`src/rtl/noc_node_serdes_if.sv`:
```
// rtl/noc_node_serdes_if.sv - packet-side and router-side signal bundle for noc_node_serdes
interface noc_node_serdes_if #(
  parameter int PKT_W  = 32,
  parameter int FLIT_W = 8,
  parameter int DEPTH  = 4
);
  localparam int CW = $clog2(DEPTH + 1);

  logic [PKT_W-1:0]  pkt_in;
  logic              pkt_in_avail;
  logic              cQ_full;
  logic [CW-1:0]     cQ_count;
  logic [PKT_W-1:0]  pkt_out;
  logic              pkt_out_avail;
  logic              free_outbound;
  logic              put_outbound;
  logic [FLIT_W-1:0] payload_outbound;
  logic              free_inbound;
  logic              put_inbound;
  logic [FLIT_W-1:0] payload_inbound;

  modport slave (
    input  pkt_in, pkt_in_avail, free_outbound, put_inbound, payload_inbound,
    output cQ_full, cQ_count, pkt_out, pkt_out_avail, put_outbound,
           payload_outbound, free_inbound
  );

  modport master (
    output pkt_in, pkt_in_avail, free_outbound, put_inbound, payload_inbound,
    input  cQ_full, cQ_count, pkt_out, pkt_out_avail, put_outbound,
           payload_outbound, free_inbound
  );
endinterface

```
`src/rtl/noc_node_serdes.sv`:
```
// rtl/noc_node_serdes.sv - NoC endpoint: outbound FIFO + flit serialiser, inbound flit deserialiser
// Optional drop counter enabled by NOC_NODE_DROP_CNT_EN.
module noc_node_serdes #(
  parameter int NODEID = 0,
  parameter int PKT_W  = 32,
  parameter int FLIT_W = 8,
  parameter int DEPTH  = 4
) (
  input  logic                clock,
  input  logic                reset_n,
  noc_node_serdes_if.slave    bus
`ifdef NOC_NODE_DROP_CNT_EN
  ,
  output logic [7:0]          drop_count
`endif
);
  localparam int NFLITS = PKT_W / FLIT_W;
  localparam int CW     = $clog2(DEPTH + 1);
  localparam int AW     = $clog2(DEPTH);
  localparam int FCW    = $clog2(NFLITS + 1);

  if ((PKT_W % FLIT_W) != 0 || NFLITS < 2 || DEPTH < 2 ||
      (DEPTH & (DEPTH - 1)) != 0 || NODEID < 0) begin : g_param_check
    $error("noc_node_serdes: invalid parameter combination");
  end

  logic [PKT_W-1:0] mem [DEPTH];
  logic [AW-1:0]    wr_ptr, rd_ptr;
  logic [CW-1:0]    count;
  logic             full, push, pop;

  assign full = (count == CW'(DEPTH));
  // A full queue refuses pushes even when a pop frees a slot this cycle.
  assign push = bus.pkt_in_avail && !full;

  always_ff @(posedge clock) begin
    if (push) mem[wr_ptr] <= bus.pkt_in;
  end

  always_ff @(posedge clock) begin
    if (!reset_n) begin
      wr_ptr <= '0;
      rd_ptr <= '0;
      count  <= '0;
    end else begin
      if (push) wr_ptr <= wr_ptr + 1'b1;
      if (pop)  rd_ptr <= rd_ptr + 1'b1;
      count <= count + CW'(push) - CW'(pop);
    end
  end

  assign bus.cQ_full  = full;
  assign bus.cQ_count = count;

  typedef enum logic [1:0] {IDLE, WAIT, SEND} tx_state_t;
  tx_state_t        state, state_next;
  logic [PKT_W-1:0] tx_shift;
  logic [FCW-1:0]   tx_cnt;
  logic             load_flit, finish;
  logic             put_q;
  logic [FLIT_W-1:0] payload_q;

  always_ff @(posedge clock) begin
    if (!reset_n) state <= IDLE;
    else          state <= state_next;
  end

  always_comb begin
    state_next = state;
    pop        = 1'b0;
    load_flit  = 1'b0;
    finish     = 1'b0;
    case (state)
      IDLE: if (count != '0) begin
        pop        = 1'b1;
        state_next = WAIT;
      end
      WAIT: if (bus.free_outbound) begin
        load_flit  = 1'b1;
        state_next = SEND;
      end
      SEND: if (tx_cnt == FCW'(NFLITS)) begin
        finish     = 1'b1;
        state_next = IDLE;
      end else begin
        load_flit  = 1'b1;
      end
      default: state_next = IDLE;
    endcase
  end

  always_ff @(posedge clock) begin
    if (!reset_n) begin
      tx_shift  <= '0;
      tx_cnt    <= '0;
      put_q     <= 1'b0;
      payload_q <= '0;
    end else begin
      if (pop) begin
        tx_shift <= mem[rd_ptr];
        tx_cnt   <= '0;
      end
      if (load_flit) begin
        payload_q <= tx_shift[PKT_W-1 -: FLIT_W];
        tx_shift  <= tx_shift << FLIT_W;
        tx_cnt    <= tx_cnt + 1'b1;
        put_q     <= 1'b1;
      end
      if (finish) put_q <= 1'b0;
    end
  end

  assign bus.put_outbound     = put_q;
  assign bus.payload_outbound = payload_q;

  logic [PKT_W-1:0] rx_asm, rx_next;
  logic [FCW-1:0]   rx_cnt;
  logic [PKT_W-1:0] pkt_out_q;
  logic             avail_q;

  assign rx_next = {rx_asm[PKT_W-FLIT_W-1:0], bus.payload_inbound};

  // rx_cnt parks at NFLITS for one cycle after delivery, keeping free_inbound low.
  always_ff @(posedge clock) begin
    if (!reset_n) begin
      rx_asm    <= '0;
      rx_cnt    <= '0;
      pkt_out_q <= '0;
      avail_q   <= 1'b0;
    end else begin
      avail_q <= 1'b0;
      if (rx_cnt == FCW'(NFLITS)) begin
        rx_cnt <= '0;
      end else if (bus.put_inbound) begin
        rx_asm <= rx_next;
        rx_cnt <= rx_cnt + 1'b1;
        if (rx_cnt == FCW'(NFLITS - 1)) begin
          pkt_out_q <= rx_next;
          avail_q   <= 1'b1;
        end
      end
    end
  end

  assign bus.pkt_out       = pkt_out_q;
  assign bus.pkt_out_avail = avail_q;
  assign bus.free_inbound  = (rx_cnt == '0);

`ifdef NOC_NODE_DROP_CNT_EN
  always_ff @(posedge clock) begin
    if (!reset_n)
      drop_count <= '0;
    else if (bus.pkt_in_avail && full && drop_count != 8'hFF)
      drop_count <= drop_count + 1'b1;
  end
`endif
endmodule
```
`src/flat_wrapper.sv`:
```
// flat-port wrapper written by rule: the top's interface ports become plain ports
module noc_node_serdes_flat 
#(
  parameter int NODEID = 0,
  parameter int PKT_W  = 32,
  parameter int FLIT_W = 8,
  parameter int DEPTH  = 4
)
  (clock, reset_n, bus_pkt_in, bus_pkt_in_avail, bus_free_outbound, bus_put_inbound, bus_payload_inbound, bus_cQ_full, bus_cQ_count, bus_pkt_out, bus_pkt_out_avail, bus_put_outbound, bus_payload_outbound, bus_free_inbound);
  noc_node_serdes_if #(.PKT_W(PKT_W), .FLIT_W(FLIT_W), .DEPTH(DEPTH)) bus_i ();
  input  logic clock;
  input  logic reset_n;
  input wire logic [$bits(bus_i.pkt_in)-1:0] bus_pkt_in;
  input wire logic [$bits(bus_i.pkt_in_avail)-1:0] bus_pkt_in_avail;
  input wire logic [$bits(bus_i.free_outbound)-1:0] bus_free_outbound;
  input wire logic [$bits(bus_i.put_inbound)-1:0] bus_put_inbound;
  input wire logic [$bits(bus_i.payload_inbound)-1:0] bus_payload_inbound;
  output wire logic [$bits(bus_i.cQ_full)-1:0] bus_cQ_full;
  output wire logic [$bits(bus_i.cQ_count)-1:0] bus_cQ_count;
  output wire logic [$bits(bus_i.pkt_out)-1:0] bus_pkt_out;
  output wire logic [$bits(bus_i.pkt_out_avail)-1:0] bus_pkt_out_avail;
  output wire logic [$bits(bus_i.put_outbound)-1:0] bus_put_outbound;
  output wire logic [$bits(bus_i.payload_outbound)-1:0] bus_payload_outbound;
  output wire logic [$bits(bus_i.free_inbound)-1:0] bus_free_inbound;
  assign bus_i.pkt_in = bus_pkt_in;
  assign bus_i.pkt_in_avail = bus_pkt_in_avail;
  assign bus_i.free_outbound = bus_free_outbound;
  assign bus_i.put_inbound = bus_put_inbound;
  assign bus_i.payload_inbound = bus_payload_inbound;
  assign bus_cQ_full = bus_i.cQ_full;
  assign bus_cQ_count = bus_i.cQ_count;
  assign bus_pkt_out = bus_i.pkt_out;
  assign bus_pkt_out_avail = bus_i.pkt_out_avail;
  assign bus_put_outbound = bus_i.put_outbound;
  assign bus_payload_outbound = bus_i.payload_outbound;
  assign bus_free_inbound = bus_i.free_inbound;
  noc_node_serdes #(.NODEID(NODEID), .PKT_W(PKT_W), .FLIT_W(FLIT_W), .DEPTH(DEPTH)) u_core (.clock(clock), .reset_n(reset_n), .bus(bus_i));
endmodule
```
`config.mk`:
```
export PLATFORM = sky130hd
export DESIGN_NAME = noc_node_serdes_flat
export DESIGN_NICKNAME = d
export VERILOG_FILES = /design/src/rtl/noc_node_serdes_if.sv /design/src/rtl/noc_node_serdes.sv /design/src/flat_wrapper.sv
export SDC_FILE = /design/constraint.sdc
export NUM_CORES = 1
export LEC_CHECK = 0
export BUFFER_PORTS_ARGS = -buffer_cell sky130_fd_sc_hd__buf_2
export CAP_MARGIN = 20
export CORE_MARGIN = 10
export CORE_UTILIZATION = 63
export DETAILED_ROUTE_END_ITERATION = 7
export GPL_TIMING_DRIVEN = 0
export PLACE_DENSITY = 0.84
export SKIP_LAST_GASP = 1
export SYNTH_ARGS = -nofsm -noshare
export SYNTH_HDL_FRONTEND = slang
export SYNTH_SLANG_ARGS = --single-unit
```
`constraint.sdc`:
```
create_clock -name clock -period 3.8 [get_ports clock]
set_input_delay 0.38 -clock clock [delete_from_list [all_inputs] [get_ports clock]]
set_output_delay 0.38 -clock clock [all_outputs]
set_load 0.02 [all_outputs]
```
==> impl_metrics.toml <==
[logic_synthesis]
seq_area_frac_synth_pct = 66.1
syn_area_per_cell_um2 = 12.8
synth_cell_type_count = 40
ys_seq_elements = 243
async_flop_share_pct = 0
synthTopCellsByArea = "edfxtp_1, dfxtp_1, mux4_2, nand2_1, a21oi_1"
synth_top_area_cell = "edfxtp_1"
synth_edf_count = 128
ys_warn_count = 0
synth_ff_type = "edfxtp_1"
synth_commonest_cells = "nand2_1, edfxtp_1, dfxtp_1"
syn_area_um2 = 9300
synth_top_area_share_pct = 41.3
post-synth-top-count-cell = "nand2_1"
netlist_instances = 724
synth_fp_nets = 784

[drt]
drc = 0
vias = 5950
drt-pass1-iter-count = 5
drt-total-wl_um = 19400
antenna_left = 0
detail_route.wl_per_cell_um = 18.7
avgViaCountPerCell = 5.72
drtIter0Drc = 478

[cells_and_area]
postLayoutCellArea_um2 = 10800
fill_cells = 862
antennaDiodeCount = 0
syn_to_final_growth_pct = 16.0
layout.nets = 899
drive_gt1_share_pct = 22.7
fin_util_pct = 74.5

[setup_path]
crit_start = "u_core.state[0]$_SDFFE_PN0P_"
critPathMaxFanout = 9
cp.required_ns = 4.20
crit_path_end_kind = "flip-flop"
worstSetupPathType = "flip-flop to flip-flop"
startpoint_type = "flip-flop"
cp_data_arrival_time_ns = 2.72
regToRegStartpoint = "u_core.state[0]$_SDFFE_PN0P_"

[pwr]
powerDensity_nw_per_um2 = 694
swShare_pct = 29.1
power_frac_clock_pct = 31.8
internal-power_mw = 5.31
peakVddDrop_uv = 465
p_sw_mw = 2.18
p_leak_nw = 3.96
seqPwrFrac_pct = 45.1
combPwrFrac_pct = 23.2

[flow_run]
maxCapViolCount = 0

[global_route]
grt_use_total_pct = 19.1
grt_max_degree = 33
grt_pass1_wl_um = 31500
antenna_found_initial = 0
grt_pass1_vias = 6326
overflow = 0

[sta]
fin_skew_ns = 0.0174
max_freq_mhz = 431
fin_crit_sh_pct = 61.1
setup_violations = 0
hold_viol_final = 0
final-max-slew-violation-count = 0
min_period_ns = 2.32
worst_slew_pin_slew_ns = 0.890
worst_slack_ns = 1.48
tns_ns = 0
max_slew_margin_pct = 40.7
rsz0062_at_grt = "no"

[floorplanning]
dieArea_um2 = 20000
core_um2 = 14500
start_util_pct = 64.2
dieWidth_um = 142
io_pins = 92
fp-row-count = 44
fp.dieH_um = 142

[clock_network]
hold_buffers = 0
ctsLongestPathBuffers = 3
cts_buffers = 24
clkSlewWorstSetupHoldPaths_ns = 0.06
cts_tree = "built"
cts-resized-gates = 0
htreeDepth = 1
clock_latency_ns = 0.52
cts_root_buf = "clkbuf_16"
cts.sinks = 243
cts_setup_buffers = 0

[worst_hold_path]
hold_start = "bus_pkt_in[6]"
min_path_type = "primary input to flip-flop"

[place]
placed_cell_area_um2 = 9980
dp_slack_ns = 1.53
place_hpwl_um = 13100
place_congestion = 0.889
io_buffers = 89

[outcome]
outcome = "complete, no violations"
[sequential cells by signal, summed over array words and instances, names as in the netlist, named ones only]
register                     flops
u_core.bus.cQ_count              3
u_core.bus.payload_outbound      8
u_core.bus.pkt_out              32
u_core.bus.pkt_out_avail         1
u_core.bus.put_outbound          1
u_core.mem                     128
u_core.rd_ptr                    2
u_core.rx_asm                   24
u_core.rx_cnt                    3
u_core.state                     2
u_core.tx_cnt                    3
u_core.tx_shift                 32
u_core.wr_ptr                    2
[layer usage]
metal | track usage (%) | share of wire [%] | vias up
met4 | 4.90 | 2.0 | 0
met3 | 4.04 | 6.8 | 37
li1 | - | - | 2797
met1 | 22.8 | 41 | 2917
met5 | 0 | 0 | -
met2 | 34.3 | 51 | 199
[critical path: stages (launching register included)]
cell     delay (ns)
dfxtp_1        0.40
inv_1          0.09
ha_1           0.27
o31a_1         0.13
buf_2          0.20
nand2_1        0.13
o21ai_0        0.09
ha_1           0.22
fa_1           0.38
xnor2_1        0.14
and2_1         0.16
[power groups by stage]
stage | clock network (mW) | registers, mW | logic, mW
2_1_floorplan | 0 | 3.37 | 1.25
3_3_place_gp | 0 | 3.39 | 1.63
3_5_place_dp | 0 | 3.41 | 1.71
4_1_cts | 2.41 | 3.37 | 1.74
5_1_grt | 2.51 | 3.40 | 1.91
6_report | 2.38 | 3.37 | 1.74
[per-stage QoR]
stage	power [mW]	std cells	hold WS, ns
after global routing	7.82	1040	0.0725
after floorplan	4.62	724	0.431
after CTS	7.51	1040	0.0539
after global placement	5.01	997	0.437
final	7.49	1040	0.0737
after detailed placement	5.12	997	0.444
[cell families after synthesis]
kind of cell	count (synthesis)	share of synthesized area, %
flops	243	66.1
buf+inv	59	3.22
compound gates	157	10.8
xor+xnor	6	0.565
fa+ha+maj	15	2.10
mux	35	8.07
simple gates	209	9.19
[area by class of cell]
cell class	count	area, µm²	area share [%]
well taps	184	230	2.13
clock inverters	7	71.3	0.661
flip-flops and latches	243	6150	57.0
plain buffers	47	254	2.35
inverters	12	45.0	0.417
clock buffers	36	739	6.85
multi-input cells	422	2860	26.5
repair buffers	89	445	4.13
[cells in the final DEF, fill, tap and decap left out, types with 4 or more instances in the layout]
| cell type | Yosys | final |
|---|---|---|
| a21boi_0 | 35 | 35 |
| a21boi_1 | 30 | 30 |
| a21oi_1 | 56 | 56 |
| and2_1 | 13 | 9 |
| and2_2 | 0 | 4 |
| buf_2 | 14 | 103 |
| buf_4 | 10 | 10 |
| clkbuf_1 | 17 | 23 |
| clkbuf_16 | 0 | 27 |
| clkinv_2 | 0 | 5 |
| dfxtp_1 | 115 | 115 |
| edfxtp_1 | 128 | 128 |
| ha_1 | 14 | 14 |
| inv_1 | 12 | 12 |
| mux4_2 | 32 | 32 |
| nand2_1 | 177 | 177 |
| nor2_1 | 4 | 4 |
| nor2b_1 | 4 | 4 |
| o21ai_0 | 25 | 25 |
| xnor2_1 | 4 | 4 |
[worst paths after layout]
check	endpoint	slack, ns	cells past startpoint
worst max register to register	u_core.bus.cQ_count[2]$_SDFF_PN0_	1.48	10
worst min register to register	u_core.bus.pkt_out[13]$_SDFFE_PN0P_	0.45	2
worst min-delay path	u_core.mem[2][6]$_DFFE_PP_	0.07	1
worst max-delay path	u_core.bus.cQ_count[2]$_SDFF_PN0_	1.48	10
Power figures use the tool's default switching activity.
